## config.mk

```make
export PLATFORM = sky130hd
export DESIGN_NAME = stopwatch_ctrl_flat
export DESIGN_NICKNAME = d
export VERILOG_FILES = /design/src/rtl/stopwatch_pkg.sv /design/src/rtl/stopwatch_ctrl_if.sv /design/src/rtl/stopwatch_ctrl_debounce.sv /design/src/rtl/stopwatch_ctrl.sv /design/src/flat_wrapper.sv
export SDC_FILE = /design/constraint.sdc
export NUM_CORES = 1
export LEC_CHECK = 0
export ABC_AREA = 1
export CORE_MARGIN = 3
export CORE_UTILIZATION = 43
export CTS_CLUSTER_SIZE = 24
export DETAILED_ROUTE_END_ITERATION = 8
export SLEW_MARGIN = 30
export SYNTH_ARGS = -nofsm -noshare
export SYNTH_HDL_FRONTEND = slang
export SYNTH_SLANG_ARGS = --single-unit
export TNS_END_PERCENT = 10
```

## constraint.sdc

```tcl
create_clock -name clk -period 1.9 [get_ports clk]
set_clock_uncertainty 0.15 [all_clocks]
set_input_delay 0.285 -clock clk [delete_from_list [all_inputs] [get_ports clk]]
set_output_delay 0.285 -clock clk [all_outputs]
set_load 0.005 [all_outputs]
```

## src/rtl/stopwatch_pkg.sv

```systemverilog
// stopwatch_pkg: shared FSM state type, default timing
// constants and a counter-width helper for stopwatch_ctrl.
package stopwatch_pkg;

  localparam int TICK_DIV_DEF        = 1000000;
  localparam int DEBOUNCE_CYCLES_DEF = 500000;

  typedef enum logic [1:0] {
    IDLE  = 2'd0,
    RUN   = 2'd1,
    PAUSE = 2'd2
  } sw_state_t;

  // Width of a counter that must hold 0..n-1 (n >= 2).
  function automatic int cnt_w(input int n);
    return (n > 2) ? $clog2(n) : 1;
  endfunction

endpackage

```

## src/rtl/stopwatch_ctrl_if.sv

```systemverilog
// stopwatch_ctrl_if: raw buttons in, count/clear/run
// status out, as seen by the stopwatch control block.
interface stopwatch_ctrl_if;

  logic btn_start_stop;
  logic btn_clear;
  logic enable;
  logic clear;
  logic running;

  modport master (
    output btn_start_stop,
    output btn_clear,
    input  enable,
    input  clear,
    input  running
  );

  modport slave (
    input  btn_start_stop,
    input  btn_clear,
    output enable,
    output clear,
    output running
  );

endinterface

```

## src/rtl/stopwatch_ctrl_debounce.sv

```systemverilog
// button_debounce: two-flop synchroniser, stability counter
// and one-cycle press pulse on an accepted 0->1 change.
module button_debounce
  import stopwatch_pkg::*;
#(
  parameter int DEBOUNCE_CYCLES = DEBOUNCE_CYCLES_DEF
) (
  input  logic clk,
  input  logic rst,
  input  logic btn,
  output logic press
);

  localparam int W = cnt_w(DEBOUNCE_CYCLES);
  localparam logic [W-1:0] LAST = W'(DEBOUNCE_CYCLES - 1);

  logic [1:0]   sync;
  logic         stable;
  logic         stable_q;
  logic [W-1:0] cnt;

  // Counter only runs while the synced level disagrees
  // with the accepted level; any agreement restarts it.
  always_ff @(posedge clk) begin
    if (rst) begin
      sync     <= '0;
      stable   <= 1'b0;
      stable_q <= 1'b0;
      cnt      <= '0;
      press    <= 1'b0;
    end else begin
      sync     <= {sync[0], btn};
      stable_q <= stable;
      press    <= stable & ~stable_q;
      if (sync[1] == stable) begin
        cnt <= '0;
      end else if (cnt == LAST) begin
        cnt    <= '0;
        stable <= sync[1];
      end else begin
        cnt <= cnt + 1'b1;
      end
    end
  end

endmodule

```

## src/rtl/stopwatch_ctrl.sv

```systemverilog
// stopwatch_ctrl: debounced start/stop + clear buttons
// drive an IDLE/RUN/PAUSE FSM and a tick prescaler.
module stopwatch_ctrl
  import stopwatch_pkg::*;
#(
  parameter int TICK_DIV        = TICK_DIV_DEF,
  parameter int DEBOUNCE_CYCLES = DEBOUNCE_CYCLES_DEF
) (
  input logic             clk,
  input logic             rst,
  stopwatch_ctrl_if.slave bus
);

  localparam int PW = cnt_w(TICK_DIV);
  localparam logic [PW-1:0] PRE_LAST = PW'(TICK_DIV - 1);

  sw_state_t     state;
  logic [PW-1:0] pre;
  logic          enable_q;
  logic          clear_q;
  logic          ss_press;
  logic          clr_press;

  button_debounce #(
    .DEBOUNCE_CYCLES(DEBOUNCE_CYCLES)
  ) u_db_ss (
    .clk  (clk),
    .rst  (rst),
    .btn  (bus.btn_start_stop),
    .press(ss_press)
  );

  button_debounce #(
    .DEBOUNCE_CYCLES(DEBOUNCE_CYCLES)
  ) u_db_clr (
    .clk  (clk),
    .rst  (rst),
    .btn  (bus.btn_clear),
    .press(clr_press)
  );

  // Prescaler advances on every RUN cycle, including the
  // one that leaves RUN, so a wrap there still ticks.
  always_ff @(posedge clk) begin
    if (rst) begin
      state    <= IDLE;
      pre      <= '0;
      enable_q <= 1'b0;
      clear_q  <= 1'b0;
    end else begin
      enable_q <= 1'b0;
      clear_q  <= 1'b0;
      if (state == RUN) begin
        enable_q <= (pre == PRE_LAST);
        pre      <= (pre == PRE_LAST) ? '0 : pre + 1'b1;
      end
      unique case (1'b1)
        (state == IDLE): begin
          if (clr_press) begin
            clear_q <= 1'b1;
            pre     <= '0;
          end else if (ss_press) begin
            state <= RUN;
          end
        end
        (state == RUN): begin
          if (ss_press) state <= PAUSE;
        end
        (state == PAUSE): begin
          if (clr_press) begin
            state   <= IDLE;
            clear_q <= 1'b1;
            pre     <= '0;
          end else if (ss_press) begin
            state <= RUN;
          end
        end
        default: begin
          state <= IDLE;
          pre   <= '0;
        end
      endcase
    end
  end

  assign bus.enable  = enable_q;
  assign bus.clear   = clear_q;
  assign bus.running = (state == RUN);

endmodule
```

## src/flat_wrapper.sv

```systemverilog
// flat-port wrapper written by rule: the top's interface ports become plain ports
module stopwatch_ctrl_flat import stopwatch_pkg::*;
#(
  parameter int TICK_DIV        = TICK_DIV_DEF,
  parameter int DEBOUNCE_CYCLES = DEBOUNCE_CYCLES_DEF
)
  (clk, rst, bus_btn_start_stop, bus_btn_clear, bus_enable, bus_clear, bus_running);
  stopwatch_ctrl_if bus_i ();
  input logic clk;
  input logic rst;
  input wire logic [$bits(bus_i.btn_start_stop)-1:0] bus_btn_start_stop;
  input wire logic [$bits(bus_i.btn_clear)-1:0] bus_btn_clear;
  output wire logic [$bits(bus_i.enable)-1:0] bus_enable;
  output wire logic [$bits(bus_i.clear)-1:0] bus_clear;
  output wire logic [$bits(bus_i.running)-1:0] bus_running;
  assign bus_i.btn_start_stop = bus_btn_start_stop;
  assign bus_i.btn_clear = bus_btn_clear;
  assign bus_enable = bus_i.enable;
  assign bus_clear = bus_i.clear;
  assign bus_running = bus_i.running;
  stopwatch_ctrl #(.TICK_DIV(TICK_DIV), .DEBOUNCE_CYCLES(DEBOUNCE_CYCLES)) u_core (.clk(clk), .rst(rst), .bus(bus_i));
endmodule
```

After elaboration in Yosys (flattened, before gate mapping)
Index checks and enable logic that the tools add are counted.
{ "classes": {"addsub": 3, "n_eq_ne": 9, "mux": 10, "bitwise": 8, "n_reduce_logical": 9} }
{ "op_table": {"columns": ["operator", "n"], "rows": [
  ["2-to-1 mux 20 bit", 3],
  ["one-hot mux 20 bit (2 select lines)", 1],
  ["adder 19 x 1 -> 19 bit, second input constant", 2],
  ["== test 19 bit, second input constant", 2],
  ["adder 20 x 1 -> 20 bit, second input constant", 1],
  ["== test 20 bit, second input constant", 1],
  ["2-to-1 mux 2 bit", 4],
  ["NOT 1 bit", 6],
  ["one-hot mux 2 bit (3 select lines)", 1],
  ["AND reduction 2 bit", 3],
  ["OR reduction 2 bit", 3],
  ["OR reduction 3 bit", 2],
  ["bitwise AND 1 bit", 2],
  ["== test 1 bit", 2],
  ["== test 2 x 1 -> 1 bit, second input constant", 1],
  ["== test 2 bit, second input constant", 1],
  ["logical NOT 2 bit", 1],
  ["inequality test 2 x 1 -> 1 bit, second input constant", 1],
  ["inequality test 2 bit, second input constant", 1],
  ["2-to-1 mux 1 bit", 1]
]} }
{ "word_totals": {"regBits": 72, "input_bits": 4, "output_inout_bits": 3, "word_cells": 53} }

Longest topological paths before layout
{ "logic_depth": {"ltp_word": 5, "ltp_mapped": 10, "mapped_depth_nobuf": 10} }

Cells and area by module
From an unflattened synthesis, not the netlist that was laid out.
{ "hier_totals": {"hier_cells": 569, "area_unflattened_um2": 3860.0} }
{ "by_module_without_submodules": {"columns": ["module", "instances", "cells_each", "area_per_inst_um2", "seq_area_each_um2"], "rows": [
  ["stopwatch_ctrl", 1, 202, 1376.3, 480.5],
  ["button_debounce at u_core.u_db_clr", 1, 184, 1251.2, 480.5],
  ["button_debounce at u_core.u_db_ss", 1, 183, 1232.4, 480.5]
]} }

Worst setup path before layout
No wires, ideal clock.
{ "synth_timing": {"path_type": "reg2reg", "start": "register u_core.u_db_clr.cnt[0]", "end": "register u_core.u_db_clr.cnt[13]", "setup_time_ns": 0.114, "arrival_time_ns": 1.282, "t_required_ns": 1.636, "path_slack_ns": 0.354, "path_stages_with_launch": 10, "n_path_buf": 1, "period_less_slack_ns": 1.546, "cell_sequence": "dfxtp_1 > ha_1 > nand2_2 > inv_1 > nand2_1 > nor2_1 > nand3_1 > nand2_2 > buf_6 > nor2_1"} }
{ "synth_via": {"elab_chain_len": 2, "elab_cells_between_ends": 3, "classes_between": "add/sub: 1; eq/ne: 1; reduce/logical: 1"} }
{ "synth_lines": {"columns": ["item", "line", "rtl"], "rows": [
  ["start, declared", "stopwatch_ctrl_debounce.sv:20", "logic [W-1:0] cnt;"],
  ["start signal, assigned", "stopwatch_ctrl_debounce.sv:41", "cnt <= cnt + 1'b1;"],
  ["branches (longest 2 deep; another with adder 19 x 1 -> 19 bit)", null, null]
]} }
Parallel ways; which one is timed is not known.
A chain may end at the register's enable or synchronous reset.

Final worst setup path
{ "layout_timing": {"start": "register u_core.state[1]", "end": "output bus_running"} }
{ "layout_via": {"elab_chain_len": 1} }
{ "layout_lines": {"columns": ["item", "line", "rtl"], "rows": [
  ["start, declared", "stopwatch_ctrl.sv:17", "sw_state_t state;"],
  ["start signal, assigned", "stopwatch_ctrl.sv:46", "state <= IDLE;"],
  ["start signal, assigned", "stopwatch_ctrl.sv:63", "state <= RUN;"],
  ["start signal, assigned", "stopwatch_ctrl.sv:67", "if (ss_press) state <= PAUSE;"],
  ["== test 2 x 1 -> 1 bit", "stopwatch_ctrl.sv:88", "assign bus.running = (state == RUN);"],
  ["end, declared", "flat_wrapper.sv:15", "output wire logic [$bits(bus_i.running)-1:0] bus_running;"]
]} }
Every way passes these cells.

==> flow_summary.html <==
<table>
<tr><th>Metric</th><th>Value</th></tr>
<tr><th colspan="2">Status</th></tr>
<tr><td>Status</td><td>completed</td></tr>
<tr><th colspan="2">Placed design</th></tr>
<tr><td>Detail Placement HPWL</td><td>5.45 mm</td></tr>
<tr><td>Weighted congestion at the end of routability-driven global placement</td><td>0.873</td></tr>
<tr><td>Worst setup slack after placement</td><td>0.151 ns</td></tr>
<tr><td>Cell Count Post-Placement</td><td>649</td></tr>
<tr><td>IO Port Bufs</td><td>6</td></tr>
<tr><td>Placed standard-cell area</td><td>3810 um2</td></tr>
<tr><th colspan="2">Power</th></tr>
<tr><td>Worst IR Drop VDD</td><td>0.000296 V</td></tr>
<tr><td>Leak Pwr</td><td>0.00141 uW</td></tr>
<tr><td>Post-route total power</td><td>2660 uW</td></tr>
<tr><td>Pwr per Cell Area</td><td>668 nW/um2</td></tr>
<tr><th colspan="2">Synthesis</th></tr>
<tr><td>Number of distinct standard cells referenced by the synthesized netlist</td><td>29</td></tr>
<tr><td>Predominant post-synthesis flop cell</td><td>dfxtp_1</td></tr>
<tr><td>Post-Syn Area per Cell</td><td>6.71 um2</td></tr>
<tr><td>Post-synthesis sequential area ratio</td><td>39.8%</td></tr>
<tr><td>FFs w/ async S/R, synth</td><td>0%</td></tr>
<tr><td>Most frequent cell after synthesis</td><td>nand2_1</td></tr>
<tr><td>Total number of yosys warnings</td><td>0</td></tr>
<tr><td>Number of instances in the synthesized netlist</td><td>539</td></tr>
<tr><td>Synthesized flop and latch total</td><td>72</td></tr>
<tr><td>Most area-hungry cell type in the Yosys netlist</td><td>dfxtp_1</td></tr>
<tr><td>Portion of synthesized cell area occupied by the leading cell type</td><td>39.8%</td></tr>
<tr><td>EDFF count, synth</td><td>0</td></tr>
<tr><td>Ranking of synthesized cells by area</td><td>dfxtp_1, nand2_1, nor2_1, inv_1, nand3_1</td></tr>
<tr><td>Top cell types by occurrence after synthesis</td><td>nand2_1, nor2_1, dfxtp_1, inv_1, nand3_1</td></tr>
<tr><td>Post-Synthesis Net Count</td><td>546</td></tr>
<tr><td>Summed instance area of the synthesized netlist</td><td>3620 um2</td></tr>
<tr><th colspan="2">Worst setup path</th></tr>
<tr><td>Required time reported for the critical path endpoint</td><td>1.46 ns</td></tr>
<tr><td>Worst path slowest cell</td><td>clkdlybuf4s50_1</td></tr>
<tr><td>CP Cell Sequence</td><td>inv_1 &gt; nand2_4 &gt; inv_4 &gt; clkdlybuf4s50_1</td></tr>
<tr><td>Peak per-stage delay on the critical path</td><td>0.49 ns</td></tr>
<tr><td>Maximum fanout along the worst path</td><td>5</td></tr>
<tr><td>Arrival @ worst endpoint</td><td>1.39 ns</td></tr>
<tr><td>Kind of end point of the critical path</td><td>output pin</td></tr>
<tr><td>Sort of element at the start of the critical path</td><td>flop</td></tr>
<tr><td>Setup Crit Path Kind</td><td>reg -&gt; out</td></tr>
<tr><th colspan="2">Floorplanning</th></tr>
<tr><td>Floorplan die height</td><td>97.7 um</td></tr>
<tr><td>Horizontal die dimension</td><td>97.7 um</td></tr>
<tr><td>Effective utilization at floorplan</td><td>45.6%</td></tr>
<tr><td>Core outline area</td><td>7930 um2</td></tr>
<tr><td>Rows</td><td>32</td></tr>
<tr><td>Count of pins on the block boundary</td><td>7</td></tr>
<tr><td>Die outline area</td><td>9550 um2</td></tr>
<tr><th colspan="2">Clock tree</th></tr>
<tr><td>Number of buffers on the longest clock path</td><td>2</td></tr>
<tr><td>TritonCTS clock tree</td><td>done</td></tr>
<tr><td>H-Tree Level Count</td><td>3</td></tr>
<tr><td>Total number of clock tree sinks</td><td>72</td></tr>
<tr><td>CTS buffer count</td><td>9</td></tr>
<tr><td>Skew-Pair Late Insertion Delay</td><td>0.34 ns</td></tr>
<tr><td>Root buffer cell</td><td>clkbuf_8</td></tr>
<tr><td>Clock slew seen by the registers of the worst setup and hold paths</td><td>0.07 ns</td></tr>
<tr><th colspan="2">Detailed routing</th></tr>
<tr><td>Remaining DRCs</td><td>0</td></tr>
<tr><td>DRC marker count from the first detailed-route iteration</td><td>134</td></tr>
<tr><td>Remaining antenna violation count after routing</td><td>0</td></tr>
<tr><td>Detailed-route wire length per cell</td><td>11.1 um</td></tr>
<tr><td>Detailed Route WL</td><td>7.34 mm</td></tr>
<tr><td>Detailed-route via count</td><td>3161</td></tr>
<tr><td>Detailed Routing Iterations Pass 1</td><td>4</td></tr>
<tr><td>Vias per inst</td><td>4.77</td></tr>
<tr><th colspan="2">STA</th></tr>
<tr><td>Transition time at the pin with the least slew margin</td><td>0.384 ns</td></tr>
<tr><td>Final Hold Viols</td><td>0</td></tr>
<tr><td>Relative slew margins</td><td>74.3%</td></tr>
<tr><td>Max-slew violations</td><td>0</td></tr>
<tr><td>Achievable frequency</td><td>548 MHz</td></tr>
<tr><td>Setup repair after global routing missed its margin</td><td>no</td></tr>
<tr><td>Crit path time final</td><td>1.83 ns</td></tr>
<tr><td>Post-route setup slack</td><td>0.0742 ns</td></tr>
<tr><td>Summed negative setup slack over all endpoints</td><td>0 ns</td></tr>
<tr><td>Number of endpoints failing setup at the final stage</td><td>0</td></tr>
<tr><td>Final critical-path share of the clock period</td><td>96.1%</td></tr>
<tr><th colspan="2">Layout</th></tr>
<tr><td>Share of layout cells above drive strength 1</td><td>7.86%</td></tr>
<tr><td>Number of antenna cells inserted</td><td>0</td></tr>
<tr><td>Area growth from synthesis to layout</td><td>10.2%</td></tr>
<tr><td>Final instance count without filler cells</td><td>662</td></tr>
<tr><td>Number of nets at the end of the flow</td><td>566</td></tr>
<tr><td>Final cell area excluding filler cells</td><td>3990 um2</td></tr>
<tr><td>Filler cells</td><td>837</td></tr>
<tr><th colspan="2">Hold path</th></tr>
<tr><td>Min-delay worst type</td><td>reg -&gt; reg</td></tr>
<tr><th colspan="2">GRT</th></tr>
<tr><td>Vias in the first global route</td><td>3037</td></tr>
<tr><td>Total Routing Usage GR</td><td>16.4%</td></tr>
<tr><td>Number of antenna violations at the first check in global routing</td><td>0</td></tr>
<tr><td>Wire length of the first global-routing pass</td><td>13.2 mm</td></tr>
<tr><td>Largest net degree at the start of global routing</td><td>19</td></tr>
<tr><td>Sum of overflow across all layers after global routing</td><td>0</td></tr>
<tr><th colspan="2">Run</th></tr>
<tr><td># Max-Cap Violations</td><td>0</td></tr>
</table>
-- metal layers --
metal	vias to the layer above	part of all wire, %	GRT usage, %
li1	1704	-	-
met1	1420	54	23.3
met2	29	42	24.9
met3	8	3.2	2.57
met4	0	1.0	6.39
met5	-	0	0
-- final timing paths --
check	from	endpoint	slack (ns)	cells past startpoint
hold reg to reg	u_core.u_db_ss.stable_q	u_core.u_db_ss.press	0.25	1
setup / recovery	u_core.state[1]	bus_running	0.07	4
setup reg to reg	u_core.u_db_ss.cnt[0]	u_core.u_db_ss.cnt[6]	0.16	7
hold / removal	u_core.u_db_ss.stable_q	u_core.u_db_ss.press	0.25	1
-- final cells by class --
class	instances	area [um2]	share of cell area, %
multi-input combinational	393	1880	47.1
sequential	72	1440	36.2
inverter	70	265	6.65
clock buffer	10	128	3.20
tap	102	128	3.20
timing repair buffer	13	113	2.82
clock inverter	2	35.0	0.879
-- stage by stage --
stage / hold WS, ns / util [%]
CTS: 0.243 / 50.3
finish: 0.245 / 50.3
global route: 0.264 / 50.3
floorplan: 0.212 / -
detailed placement: 0.233 / 48.1
global placement: 0.228 / 48.1
-- cells in the final DEF (no fill, tap or decap), types with 3 or more instances in the layout --
cell,count
clkdlybuf4s50_1,6
inv_1,69
xnor2_1,8
nand3_1,24
nand2_1,130
nand3b_1,3
nor3_1,12
clkbuf_8,9
nand3_2,3
o21ai_0,7
nor2_2,3
dfxtp_1,71
xor2_1,13
nor2_1,127
ha_1,3
nand4_1,16
a21oi_1,17
nor2_4,7
nand2_2,7
buf_4,7
-- cell families (layout without fill, tap and decap cells) --
family	after synthesis	in the layout	share of synthesized area, %
simple gates	342	342	41.8
buf+inv	74	95	8.30
flops	72	72	39.8
compound gates	27	27	3.94
xor+xnor	21	21	5.08
fa+ha+maj	3	3	1.04
-- where the power goes --
part | switching (uW) | total (uW) | leakage [uW] | internal (uW)
Clock | 530 | 1110 | 0.0000839 | 576
Combinational | 25.8 | 40.7 | 0.000740 | 14.9
Sequential | 3.16 | 1520 | 0.000581 | 1510
-- critical path, delay by kind of cell, from the launching register on --
family	cells	cell delay (ns)
buffers and inverters	3	0.66
flip-flops	1	0.32
AND/OR/NAND/NOR	1	0.07
-- state kept, by name (all words and copies together), names as in the netlist, 2 cells and up --
name and count:
u_core.u_db_ss.cnt 19, u_core.pre 20, u_core.u_db_ss.sync 2, u_core.state 2, u_core.u_db_clr.cnt 19, u_core.u_db_clr.sync 2
-- timing repair --
item	4_1_cts	5_1_grt
resized for setup	3	0
endpoints found under the setup margin	1	0
buffers inserted	1	0
endpoints found under the hold margin	0	0
hold buffers	0	0
No activity file was read; power rests on OpenSTA's default activity.
